==> src/rtl/risc16f_io_bus.sv <==
// Memory-mapped I/O slave for the risc16f data port: LED registers, a FIFO-fed UART
// transmitter and a 32-bit free-running cycle timer in the window 0x0200-0x020F.
module risc16f_io_bus #(
  parameter int unsigned CLKS_PER_BIT = 217,
  parameter int unsigned FIFO_DEPTH   = 4
) (
  input  logic        clk,
  input  logic        rst,
  input  logic [15:0] daddr,
  input  logic [15:0] ddout,
  input  logic        doe,
  input  logic        dwe,
  output logic        io_sel,
  output logic [15:0] io_dout,
  output logic [23:0] led,
  output logic        uart_tx
);

  localparam int unsigned BaudW = (CLKS_PER_BIT > 1) ? $clog2(CLKS_PER_BIT) : 1;
  localparam int unsigned PtrW  = $clog2(FIFO_DEPTH);
  localparam logic [BaudW-1:0] BaudMax  = BaudW'(CLKS_PER_BIT - 1);
  localparam logic [PtrW:0]    FifoFull = (PtrW + 1)'(FIFO_DEPTH);

  typedef enum logic [1:0] {StIdle, StStart, StData, StStop} state_e;

  // Byte offset bit 0 plays no part in the decode.
  logic unused_addr_bit;
  assign unused_addr_bit = daddr[0];

  logic [2:0] offset;
  logic       wr_en;
  logic       wr_led01, wr_led2, wr_uart, wr_clr, wr_tmr, snap_en;

  assign io_sel   = (daddr[15:4] == 12'h020);
  assign offset   = daddr[3:1];
  assign wr_en    = dwe && io_sel;
  assign wr_led01 = wr_en && (offset == 3'd0);
  assign wr_led2  = wr_en && (offset == 3'd1);
  assign wr_uart  = wr_en && (offset == 3'd2);
  assign wr_clr   = wr_en && (offset == 3'd3);
  assign wr_tmr   = wr_en && (offset == 3'd4);
  assign snap_en  = doe && io_sel && (offset == 3'd4);

  // LED registers
  logic [7:0] led0_q, led1_q, led2_q;

  always_ff @(posedge clk or posedge rst) begin
    if (rst) begin
      led0_q <= 8'h00;
      led1_q <= 8'h00;
      led2_q <= 8'h00;
    end else begin
      if (wr_led01) begin
        led0_q <= ddout[7:0];
        led1_q <= ddout[15:8];
      end
      if (wr_led2) begin
        led2_q <= ddout[7:0];
      end
    end
  end

  assign led = {led2_q, led1_q, led0_q};

  // Timer and high-half snapshot
  logic [31:0] tmr_q, tmr_d;
  logic [15:0] snap_q, snap_d;

  always_comb begin
    tmr_d  = wr_tmr ? 32'h0000_0000 : tmr_q + 32'h0000_0001;
    snap_d = snap_en ? tmr_q[31:16] : snap_q;
  end

  always_ff @(posedge clk or posedge rst) begin
    if (rst) begin
      tmr_q  <= 32'h0000_0000;
      snap_q <= 16'h0000;
    end else begin
      tmr_q  <= tmr_d;
      snap_q <= snap_d;
    end
  end

  // TX FIFO: read pointer plus occupancy count
  logic [7:0]      fifo_mem [FIFO_DEPTH];
  logic [PtrW-1:0] rd_ptr_q, rd_ptr_d, wr_idx;
  logic [PtrW:0]   cnt_q, cnt_d;
  logic            fifo_full, fifo_empty, push_ok, pop;
  logic            ovf_q, ovf_d;

  assign fifo_full  = (cnt_q == FifoFull);
  assign fifo_empty = (cnt_q == '0);
  assign push_ok    = wr_uart && !fifo_full;
  assign wr_idx     = rd_ptr_q + cnt_q[PtrW-1:0];

  always_comb begin
    rd_ptr_d = pop ? rd_ptr_q + 1'b1 : rd_ptr_q;
    unique case ({push_ok, pop})
      2'b10:   cnt_d = cnt_q + 1'b1;
      2'b01:   cnt_d = cnt_q - 1'b1;
      default: cnt_d = cnt_q;
    endcase
    // A dropped push sets ovf even when a clear lands on the same edge.
    if (wr_uart && fifo_full) begin
      ovf_d = 1'b1;
    end else if (wr_clr) begin
      ovf_d = 1'b0;
    end else begin
      ovf_d = ovf_q;
    end
  end

  always_ff @(posedge clk or posedge rst) begin
    if (rst) begin
      rd_ptr_q <= '0;
      cnt_q    <= '0;
      ovf_q    <= 1'b0;
    end else begin
      rd_ptr_q <= rd_ptr_d;
      cnt_q    <= cnt_d;
      ovf_q    <= ovf_d;
    end
  end

  always_ff @(posedge clk) begin
    if (push_ok) begin
      fifo_mem[wr_idx] <= ddout[7:0];
    end
  end

  // Serializer
  state_e         state_q, state_d;
  logic [BaudW-1:0] baud_q, baud_d;
  logic [2:0]     bit_q, bit_d;
  logic [7:0]     shift_q, shift_d;

  always_ff @(posedge clk or posedge rst) begin
    if (rst) begin
      state_q <= StIdle;
      baud_q  <= '0;
      bit_q   <= 3'd0;
      shift_q <= 8'h00;
    end else begin
      state_q <= state_d;
      baud_q  <= baud_d;
      bit_q   <= bit_d;
      shift_q <= shift_d;
    end
  end

  always_comb begin
    state_d = state_q;
    baud_d  = baud_q;
    bit_d   = bit_q;
    shift_d = shift_q;
    pop     = 1'b0;
    uart_tx = 1'b1;
    unique case (state_q)
      StIdle: begin
        if (!fifo_empty) begin
          pop     = 1'b1;
          shift_d = fifo_mem[rd_ptr_q];
          baud_d  = BaudMax;
          state_d = StStart;
        end
      end
      StStart: begin
        uart_tx = 1'b0;
        if (baud_q == '0) begin
          baud_d  = BaudMax;
          bit_d   = 3'd0;
          state_d = StData;
        end else begin
          baud_d = baud_q - 1'b1;
        end
      end
      StData: begin
        uart_tx = shift_q[0];
        if (baud_q == '0) begin
          baud_d  = BaudMax;
          shift_d = {1'b0, shift_q[7:1]};
          if (bit_q == 3'd7) begin
            state_d = StStop;
          end else begin
            bit_d = bit_q + 3'd1;
          end
        end else begin
          baud_d = baud_q - 1'b1;
        end
      end
      StStop: begin
        if (baud_q == '0) begin
          state_d = StIdle;
        end else begin
          baud_d = baud_q - 1'b1;
        end
      end
      default: state_d = StIdle;
    endcase
  end

  // Read mux
  logic busy;
  assign busy = (state_q != StIdle) || !fifo_empty;

  always_comb begin
    io_dout = 16'h0000;
    if (io_sel) begin
      case (offset)
        3'd0:    io_dout = {led1_q, led0_q};
        3'd1:    io_dout = {8'h00, led2_q};
        3'd2:    io_dout = {13'b0, ovf_q, fifo_full, busy};
        3'd4:    io_dout = tmr_q[15:0];
        3'd5:    io_dout = snap_q;
        default: io_dout = 16'h0000;
      endcase
    end
  end

endmodule
==> config.mk <==
export PLATFORM = sky130hd
export DESIGN_NAME = risc16f_io_bus
export DESIGN_NICKNAME = d
export VERILOG_FILES = /design/src/rtl/risc16f_io_bus.sv
export SDC_FILE = /design/constraint.sdc
export NUM_CORES = 1
export LEC_CHECK = 0
export BUFFER_PORTS_ARGS = -buffer_cell sky130_fd_sc_hd__buf_2
export CORE_AREA = 2 2 107 109
export DETAILED_ROUTE_END_ITERATION = 7
export DIE_AREA = 0 0 109 111
export PLACE_DENSITY = 0.82
export REMOVE_ABC_BUFFERS = 1
export SLEW_MARGIN = 20
export SYNTH_ARGS = -nofsm -noshare
export SYNTH_HDL_FRONTEND = slang
export SYNTH_SLANG_ARGS = --single-unit
==> constraint.sdc <==
create_clock -name clk -period 5.35 [get_ports clk]
set_input_delay 1.07 -clock clk [delete_from_list [all_inputs] [get_ports clk]]
set_output_delay 1.07 -clock clk [all_outputs]
set_load 0.05 [all_outputs]
**Word level (Yosys, flattened, before mapping)**

Memory sizes are Yosys's and may differ from the RTL's.
Cells that the tools add are included.

- $add $sub $neg: 7
- Eq/ne operators: 20
- Multiplexer cells: 28
- Reductions and logical operators: 27

Operators with widths:

| kind | number |
|---|---|
| 16-bit one-hot mux with 5 select lines | 1 |
| 8-bit 2-to-1 mux | 5 |
| 32-bit by 1-bit adder with 32-bit output (second input constant) | 1 |
| 32-bit 2-to-1 mux | 1 |
| 8-bit one-hot mux with 3 select lines | 1 |
| 16-bit 2-to-1 mux | 1 |
| 8-bit one-hot mux with 2 select lines | 1 |
| 2-bit != test (second input constant) | 7 |
| 12-bit by 6-bit equality test with 1-bit output (second input constant) | 1 |
| 3-bit equality test (second input constant) | 4 |
| 3-bit one-hot mux with 2 select lines | 2 |
| 1-bit logical AND | 10 |
| 2-bit 2-to-1 mux | 5 |
| 2-bit nonzero test | 5 |
| 3-bit 2-to-1 mux | 3 |
| 8-bit zero test | 1 |
| 2-bit one-hot mux with 4 select lines | 1 |
| 8-bit by 1-bit subtractor with 8-bit output (second input constant) | 1 |
| 3-bit by 1-bit adder with 3-bit output (second input constant) | 2 |
| 2-bit equality test (second input constant) | 3 |
| 3-bit by 2-bit equality test with 1-bit output (second input constant) | 2 |
| 3-bit zero test | 2 |
| 1-bit 2-to-1 mux | 6 |
| 5-bit AND reduction | 1 |
| 13 further kinds | 15 |

- Bits in registers: 99
- RAM bits: 32
- Input bits: 36
- Output and inout port bits: 42
- Word-level logic and storage cells: 95
- Memories kept: 1

Memories:

| name | depth | bits a word | rd ports | clocked after Yosys merged registers in | wr ports | RTL line | source |
|---|---|---|---|---|---|---|---|
| fifo_mem | 4 | 8 | 1 | 0 | 1 | 85 | `logic [7:0] fifo_mem [FIFO_DEPTH];` |

**Logic depth before layout (Yosys ltp)**

- Word-level depth: 6
- Gate-level depth with buffers: 11
- Mapped depth without buffers: 9

**Least setup slack after synthesis**

No wires, ideal clock.

- Kind: input -> output
- Start: input daddr[6]
- End: output io_dout[10]
- Data arrival time: 2.654 ns
- Required time: 4.280 ns
- Setup slack: 1.626 ns
- Stages on the path: 5
- Buffers on the path: 0
- Cell sequence: nor4_2 > nand3_2 > inv_2 > nand2_2 > nor2_1

- Longest elaborated chain between the ends: 2

RTL lines:

| item | RTL line | source |
|---|---|---|
| start, declared | 9 | `input logic [15:0] daddr,` |
| 12-bit by 6-bit equality test with 1-bit output | 34 | `assign io_sel = (daddr[15:4] == 12'h020);` |
| named net io_sel | 13 | `output logic io_sel,` |
| 16-bit 2-to-1 mux | 208 | `if (io_sel) begin` |
| end, declared | 14 | `output logic [15:0] io_dout,` |

The timed path passes the listed nets, and every way through them passes these cells.

**Worst setup path after layout**

- Start: input daddr[3]
- End: output io_dout[1]

- Longest elaborated chain between the ends: 3
- Elaborated cells between the ends (all ways): 7
- Those cells by class: eq/ne (4); mux (2); reduce/logical (1)

RTL lines:

| item | RTL line | source |
|---|---|---|
| 3-bit equality test (tied with other cells) | 209 | `case (offset)` |
| 16-bit one-hot mux with 5 select lines * | 209 |  |
| 16-bit 2-to-1 mux * | 208 |  |

Every way passes the cells marked *; elsewhere a longest branch is shown, timed or not.

==> results.sh <==
export IMPL_r2r_setup_slack_ns=2.73
export IMPL_track_usage=0.256
export IMPL_die_y_um=111
export IMPL_critPathLaunchType="input port"
export IMPL_cp_end_kind="primary output"
export IMPL_gp_congestion=0.809
export IMPL_hold_depth=2
export IMPL_ir_worst_vdd_mv=0.296
export IMPL_fin_cells=753
export IMPL_reg2regPathDepth=6
export IMPL_cp_max_fo=25
export IMPL_clock_latency_ns=0.42
export IMPL_cts_buffers=17
export IMPL_rows=39
export IMPL_viasPerCell=5.93
export IMPL_clockRootBuffer="clkbuf_16"
export IMPL_synth_seq_cells=131
export IMPL_syn_inst=517
export IMPL_drive_above_1_share=0.316
export IMPL_dieArea_um2=12100
export IMPL_placedCellCount=721
export IMPL_dp_final_hpwl_um=9470
export IMPL_setup_worst_path_class="input port to primary output"
export IMPL_first_pass_iters=4
export IMPL_syn_area_per_cell_um2=12.3
export IMPL_die_x_um=109
export IMPL_port_buffers=76
export IMPL_cts_max_path_buffers=2
export IMPL_setup_viol=0
export IMPL_drv_slew=0
export IMPL_drt_iter0_drc=245
export IMPL_nNetsFinal=646
export IMPL_cts_hold_buffers=0
export IMPL_yosys_warnings=0
export IMPL_power_total_mw=3.27
export IMPL_hold_class="flop to flop"
export IMPL_r2r_end="shift_q[5]"
export IMPL_max_slew_worst_pin_slew_ns=0.898
export IMPL_layout_commonest_cell="dfrtp_1"
export IMPL_grt_overflow_total=0
export IMPL_outcome="complete, no violations"
export IMPL_holdPathEnd="shift_q[0]"
export IMPL_tritoncts="done"
export IMPL_clk_pin_slew_ns=0.06
export IMPL_grt_pass1_vias=4697
export IMPL_min_period_ns=3.87
export IMPL_static_leakage_power_nw=3.45
export IMPL_post_cts_buffers=0
export IMPL_synth_distinct_cells=49
export IMPL_max_freq_ghz=0.258
export IMPL_holdWs_ns=0.479
export IMPL_yosysSeqAreaShare=0.539
export IMPL_io_pins=78
export IMPL_route_detailed_drc=0
export IMPL_relSlewSlack=0.399
export IMPL_synthArstFlopShare=0.756
export IMPL_crit_required_ns=4.28
export IMPL_vias=4463
export IMPL_finalClockSkew_ns=0.00626
export IMPL_n_antenna_cell=0
export IMPL_cap_viol_max_count=0
export IMPL_grt_max_degree=51
export IMPL_rsz0062_at_grt="false"
export IMPL_min_from="shift_q[0]"
export IMPL_synth_edf_count=32
export IMPL_final_cell_mix="dfrtp_1, buf_2, mux2_2, nor2_1"
export IMPL_cts_htree_levels=4
export IMPL_cts_resized=0
export IMPL_wl_per_cell_um=18.7
export IMPL_core_um2=11100
export IMPL_finalHoldViolCount=0
export IMPL_area_growth_pct=17.8
export IMPL_grt_pass1_wl_um=23500
export IMPL_initial_core_util=0.576
export IMPL_fin_tns_setup_ns=0
export IMPL_r2r_start="state_q[1]"
export IMPL_fillers=767
export IMPL_drt_wl_total_um=14100
export IMPL_cp_arrival_ns=2.80
export IMPL_antenna_found_initial=0
export IMPL_syn_area_um2=6380
export IMPL_synth_main_ff_cell="dfrtp_1"
export IMPL_power_density_nw_per_um2=435
export IMPL_ant_nets=0
export IMPL_fin_crit_sh=0.724
export IMPL_clkSinkCount=131
stage by stage:
step | utilization | setup slack [ns] | area, um2
after global routing | 0.679 | 1.26 | 7520
after detailed placement | 0.622 | 1.51 | 6890
after CTS | 0.679 | 1.50 | 7520
after global placement | 0.622 | 1.53 | 6890
after floorplan | - | 1.62 | 6270
final | 0.679 | 1.48 | 7520
cell type report:
class	instances	area (um2)	area share
Clock buffer	24	502	0.0667
Clock inverter	8	124	0.0165
Inverter	15	58.8	0.00782
Multi-Input combinational cell	349	2780	0.370
Sequential cell	131	3440	0.457
Tap cell	143	179	0.0238
Timing Repair Buffer	83	433	0.0576
Yosys cell counts (4+ instances only):
cell type | number | area, um2
dfrtp_1 | 99 | 2480
mux2_2 | 49 | 552
nor2_1 | 48 | 180
edfxtp_1 | 32 | 961
nand2_1 | 32 | 120
xor2_1 | 27 | 236
o21ai_0 | 24 | 120
nand3_1 | 19 | 95.1
mux4_2 | 15 | 338
buf_2 | 14 | 70.1
inv_1 | 14 | 52.6
and3_1 | 13 | 81.3
ha_1 | 12 | 150
xnor2_1 | 10 | 87.6
a21oi_1 | 9 | 45.0
mux2i_1 | 9 | 90.1
nand4_1 | 9 | 56.3
nor3_1 | 9 | 45.0
a22oi_1 | 8 | 60.1
clkbuf_1 | 6 | 22.5
a22o_1 | 5 | 43.8
nor4_1 | 5 | 31.3
a31oi_1 | 4 | 25.0
nor2b_1 | 4 | 25.0
nor3b_1 | 4 | 30.0
flip-flops by register name (all words and copies together) (netlist names):
signal    flops
fifo_mem     32
tmr_q        32
snap_q       16
baud_q        8
led0_q        8
led1_q        8
led2_q        8
shift_q       8
bit_q         3
cnt_q         3
rd_ptr_q      2
state_q       2
ovf_q         1
power breakdown:
group	switching, mW	leakage [nW]	internal [mW]
Combinational	0.447	1.54	0.334
Clock	0.419	0.302	0.793
Sequential	0.137	1.60	1.14
Total	1.00	3.45	2.26
layer usage:
layer / part of all wire / vias to the layer above / track usage / wire length [um]
li1: - / 2044 / - / -
met1: 0.39 / 2296 / 0.309 / 5520
met2: 0.55 / 101 / 0.441 / 7720
met3: 0.038 / 22 / 0.0600 / 533
met4: 0.021 / 0 / 0.0991 / 295
met5: 0 / - / 0 / 0
how the worst max path moves through the flow:
stage / from / end / slack (ns) / cells past startpoint
after floorplan: daddr[6] / io_dout[10] / 1.62 / 5
after global placement: daddr[3] / io_dout[1] / 1.53 / 5
after detailed placement: daddr[3] / io_dout[11] / 1.51 / 5
after CTS: daddr[3] / io_dout[11] / 1.50 / 5
after global routing: daddr[3] / io_dout[1] / 1.26 / 5
final: daddr[3] / io_dout[1] / 1.48 / 5
worst max-delay path, stage by stage:
cell and delay (ns):
buf_2 0.31, nor2_1 0.78, nand3_1 0.14, a21oi_1 0.20, buf_2 0.29
kinds of logic (layout without fill, tap and decap cells):
kind of cell / after synthesis / in the layout / share of synthesized area
buffers and inverters: 37 / 130 / 0.0268
AND/OR/NAND/NOR: 165 / 165 / 0.143
flip-flops: 131 / 131 / 0.539
multiplexers: 73 / 73 / 0.153
adder cells (fa/ha/maj): 13 / 13 / 0.0267
XOR/XNOR: 37 / 37 / 0.0508
AO/OA/AOI/OAI: 61 / 61 / 0.0607
Note: power is estimated with default switching activity, not from simulation.
